`config.mk`:
```
export PLATFORM = sky130hd
export DESIGN_NAME = wb_bus_if_n
export DESIGN_NICKNAME = d
export VERILOG_FILES = /design/src/rtl/wb_bus_if_n.sv
export SDC_FILE = /design/constraint.sdc
export NUM_CORES = 1
export LEC_CHECK = 0
export CAP_MARGIN = 0
export CORE_MARGIN = 2
export CORE_UTILIZATION = 31
export CTS_BUF_LIST = sky130_fd_sc_hd__clkbuf_8
export DETAILED_ROUTE_END_ITERATION = 10
export GPL_ROUTABILITY_DRIVEN = 0
export PLACE_DENSITY = 0.84
export SYNTH_ARGS = -nofsm -noshare
export SYNTH_HDL_FRONTEND = slang
export SYNTH_SLANG_ARGS = --single-unit
```
`constraint.sdc`:
```
create_clock -name clk -period 1.98 [get_ports clk]
set_clock_uncertainty 0.1 [all_clocks]
set_input_delay 0.396 -clock clk [delete_from_list [all_inputs] [get_ports clk]]
set_output_delay 0.396 -clock clk [all_outputs]
set_load 0.05 [all_outputs]
```
`src/rtl/wb_bus_if_n.sv`:
```
`default_nettype none
// ============================================================================
// Module : wb_bus_if_n
// Desc   : Wishbone-classic slave front end: region decode, read-data mux,
//          single pop/write strobe per transfer, wait states for FIFO reads.
// Rev    : 1.0 - initial release
// ============================================================================
module wb_bus_if_n #(
   parameter int                              DATA_W        = 8,
   parameter int                              ADDR_W        = 8,
   parameter int                              REGION_BITS   = 4,
   parameter logic [(2**REGION_BITS)-1:0]     SLOW_RD_MASK  = 16'h3FCC,
   parameter logic [(2**REGION_BITS)-1:0]     UNMAPPED_MASK = 16'h8000,
   parameter int                              WAIT_CYCLES   = 1
) (
   input  logic                                     clk,
   input  logic                                     rst,
   input  logic                                     cyc_i,
   input  logic                                     stb_i,
   input  logic                                     we_i,
   input  logic [ADDR_W-1:0]                        adr_i,
   input  logic [DATA_W-1:0]                        dat_i,
   output logic [DATA_W-1:0]                        dat_o,
   output logic                                     ack_o,
   output logic                                     err_o,
   output logic [(2**REGION_BITS)-1:0]              sel_o,
   output logic                                     wr_stb_o,
   output logic                                     rd_stb_o,
   input  logic [(2**REGION_BITS)*DATA_W-1:0]       region_data_i
);

   localparam logic [3:0] C_WAIT_LOAD = 4'(WAIT_CYCLES - 1);

   typedef enum logic [1:0] {
      S_IDLE = 2'd0,
      S_WAIT = 2'd1,
      S_RESP = 2'd2,
      S_ERR  = 2'd3
   } state_t;

   state_t                         r_state;
   state_t                         w_next;
   logic [3:0]                     r_cnt;
   logic [3:0]                     w_cnt_next;
   logic [DATA_W-1:0]              r_dat;
   logic [DATA_W-1:0]              w_rd_slice;
   logic                           w_load_dat;
   logic [REGION_BITS-1:0]         w_region;
   logic [ADDR_W-REGION_BITS-1:0]  w_offset;
   logic                           w_req;
   logic                           w_mapped;
   logic                           w_slow;
   logic                           w_unused_dat;

   // Write data goes straight to the regions; nothing here consumes it.
   assign w_unused_dat = ^dat_i;

   assign w_region   = adr_i[ADDR_W-1 -: REGION_BITS];
   assign w_offset   = adr_i[ADDR_W-REGION_BITS-1:0];
   assign w_req      = cyc_i & stb_i;
   assign w_mapped   = ~UNMAPPED_MASK[w_region];
   assign w_slow     = ~we_i & SLOW_RD_MASK[w_region] & (w_offset == '0);
   assign w_rd_slice = region_data_i[w_region*DATA_W +: DATA_W];

   always_comb begin
      sel_o = '0;
      if (w_req && w_mapped) begin
         sel_o[w_region] = 1'b1;
      end
   end

   always_ff @(posedge clk or negedge rst) begin
      if (!rst) begin
         r_state <= S_IDLE;
         r_cnt   <= '0;
         r_dat   <= '0;
      end else begin
         r_state <= w_next;
         r_cnt   <= w_cnt_next;
         if (w_load_dat) begin
            r_dat <= w_rd_slice;
         end
      end
   end

   always_comb begin
      w_next     = r_state;
      w_cnt_next = r_cnt;
      w_load_dat = 1'b0;
      case (r_state)
         S_IDLE: begin
            if (w_req) begin
               if (!w_mapped) begin
                  w_next = S_ERR;
               end else if (w_slow) begin
                  w_cnt_next = C_WAIT_LOAD;
                  w_next     = S_WAIT;
               end else begin
                  w_next     = S_RESP;
                  w_load_dat = ~we_i;
               end
            end
         end
         S_WAIT: begin
            // An abandoned pop is simply dropped; the FIFO already advanced.
            if (!w_req) begin
               w_next = S_IDLE;
            end else if (r_cnt == 4'd0) begin
               w_next     = S_RESP;
               w_load_dat = ~we_i;
            end else begin
               w_cnt_next = r_cnt - 4'd1;
            end
         end
         S_RESP:  w_next = S_IDLE;
         S_ERR:   w_next = S_IDLE;
         default: w_next = S_IDLE;
      endcase
   end

   assign dat_o    = r_dat;
   assign ack_o    = (r_state == S_RESP);
   assign err_o    = (r_state == S_ERR);
   assign wr_stb_o = (r_state == S_RESP) & we_i;
   // Gated by reset so a master holding req through reset sees no pop.
   assign rd_stb_o = rst & (r_state == S_IDLE) & w_req & w_slow & w_mapped;

endmodule
`default_nettype wire

```
==> qor.txt <==
Status: finished with violations
Failing checks: setup timing
CTS tree: yes
Die area: 0.00645 mm²
Worst Path Required: 1480 ps
Total power draw: 1.67 mW
Crit Path Class: input port to output port
CP startpoint: adr_i[2]
Quantity of hold-fixing buffers added after cts: 0
# nets final: 496
Synth Warn #: 0
# rows: 27
CTS Buf Count: 3
Number of global-route vias before repair: 2,498
Cells after Synth: 167
Placed Cells: 412
Worst-path fanout max: 2
Hold WC Path Type: input port to async pin
Port bufs: 167
Post-Route WL: 8440 µm
Rel. slew slack: 0.585
Clock Pin Slew Worst Setup and Hold Paths: 60 ps
Sequential area share after synthesis: 0.194
Vias per cell: 5.40
Final hold viol count: 0
Die extent in x: 80.3 µm
Largest net degree at the start of global routing: 23
Slew Limit Fails: 0
Sequential share of power: 0.234
Overflow left after global routing: 0
Reg2reg setup slack: 150 ps
Worst skew pair latency: 250 ps
Core area: 0.00557 mm²
Commonest non-fill, non-tap cells in the layout: 129 x clkdlybuf4s50_1, 32 x mux4_2, 25 x buf_4, 23 x buf_12
Total clock sinks: 14
Comb pwr share: 0.598
Syn Area/Cell: 10.8 µm²
Final setup vio count: 1
RR Startpoint: r_state[1]$_DFFE_PN0P_
Post-Syn Area: 0.00181 mm²
Crit end category: output port
Placed Area: 0.00393 mm²
Minimum clock period: 2040 ps
Leak pwr: 1.57 nW
RSZ-0062 raised after global routing: yes
First-pass GRT wire length: 12,800 µm
Die H: 80.3 µm
Fin crit share: 1.03
H-tree depth: 1
DRC: 0
Reg2reg path depth: 5
#FFs+latches synth: 14
Routed Antenna Nets: 0
Design Area, Final: 0.00408 mm²
Layout cells sized above 1: 0.369
Post-Syn Nets: 318
Maximum clock insertion buffer count: 2
Worst vdd ir: 0.000435 V
Crit path arrival time: 1540 ps
Initial DRC Count: 129
F_max: 0.491 GHz
WL per Instance: 20.2 µm
Crit path launch type: input port
CTS Root Cell: clkbuf_8
1st-pass router iterations: 4
Setup TNS: -55.9 ps
Setup Buffers After CTS: 0
Hpwl dp: 7310 µm
Setup WS pre-CTS: -566 ps
Total GRT Usage: 0.264
Power Density: 409 mW/mm²
Finished Layout Cells: 417
Worst hold slack: 400 ps
Worst setup margin: -55.9 ps
Switching power: 0.605 mW
MaxCap Viol Count: 0
Internal Pwr Total: 1.06 mW
Final core occ: 0.732
Most common cell after layout, fill and taps aside: clkdlybuf4s50_1
Yosys cell types: 34
Worst r2r dst: dat_o[5]$_DFFE_PN0P_
IO Count: 177
Sw Share: 0.363
Worst Tran Pin Value: 620 ps
Initial core utilization: 0.324
Clock power share: 0.168
Area growth syn-to-layout: 126%
Via Count: 2,252
Antenna violations before repair: 1
worst max-delay path: stages:
cell and delay (ps):
buf_6 90, or3_4 380, nor4_4 160, nand2_1 130
nor4_4 210, buf_12 180
cell type report:
type	count	area [µm²]
repair buffers	188	2030
multi-input cells	134	1540
fillers	370	1500
flip-flops and latches	14	350
well taps	72	90.1
clock buffers	4	55.1
inverters	4	15.0
diodes	1	2.50
flip-flops by register name (all words and copies together) (netlist names):
| register | count |
|---|---|
| dat_o | 8 |
| r_cnt | 4 |
| r_state | 2 |
cells in the mapped netlist:
library cell	count	area (µm²)
nor4bb_1	1	10.0
inv_1	4	15.0
a22oi_1	16	120
buf_4	1	7.51
clkbuf_1	9	33.8
mux4_2	32	721
nor4_4	1	21.3
o21ai_0	2	10.0
a21boi_1	1	7.51
nor2_1	17	63.8
buf_2	5	25.0
or3_1	2	12.5
o41ai_1	2	17.5
and2_1	3	18.8
a211oi_1	1	7.51
ha_1	2	25.0
mux2_2	8	90.1
nor4_1	1	6.26
o21ai_4	1	16.3
a21oi_1	3	15.0
nand2_1	16	60.1
or2_1	1	6.26
conb_1	1	3.75
nand2b_1	2	12.5
dfrtp_1	14	350
nor2b_1	4	25.0
nand2_2	1	6.26
or4_1	1	7.51
nor3b_1	1	7.51
nand3_1	4	20.0
o21ai_1	1	5.00
or3_4	1	11.3
o31ai_1	3	22.5
nor3_1	5	25.0
worst max-delay path by stage:
stage,end,depth (start not counted)
floorplan,sel_o[10],4
global placement,dat_o[0]$_DFFE_PN0P_,7
CTS,rd_stb_o,6
finish,rd_stb_o,6
detailed placement,dat_o[1]$_DFFE_PN0P_,7
global route,rd_stb_o,6
layer usage:
metal  GRT usage  part of all wire
met4      0.0847             0.030
met3      0.0551             0.063
met1       0.297              0.35
met2       0.493              0.56
met5           0                 0
logic make-up (layout without fill, tap and decap cells):
| kind of cell | after synthesis | after routing | share of synthesized area |
|---|---|---|---|
| mux | 40 | 40 | 0.449 |
| buf+inv | 19 | 196 | 0.0450 |
| compound gates | 30 | 30 | 0.123 |
| fa+ha+maj | 2 | 2 | 0.0138 |
| flops | 14 | 14 | 0.194 |
| other cells | 1 | 2 | 0.00208 |
| simple gates | 61 | 61 | 0.174 |
power by group through the flow:
stage,Combinational (mW),Clock [mW],Sequential (mW)
final,0.997,0.281,0.390
after CTS,0.994,0.287,0.390
after global routing,1.05,0.297,0.400
after detailed placement,0.984,0,0.395
after floorplan,0.310,0,0.561
after global placement,0.958,0,0.393
what timing repair did:
| action | 4_1_cts | 5_1_grt |
|---|---|---|
| gates resized for setup | 37 | 10 |
| pin swaps | 8 | 1 |
| hold endpoints to repair | 0 | 0 |
| endpoints found under the setup margin | 28 | 12 |
Power figures use the tool's default switching activity.
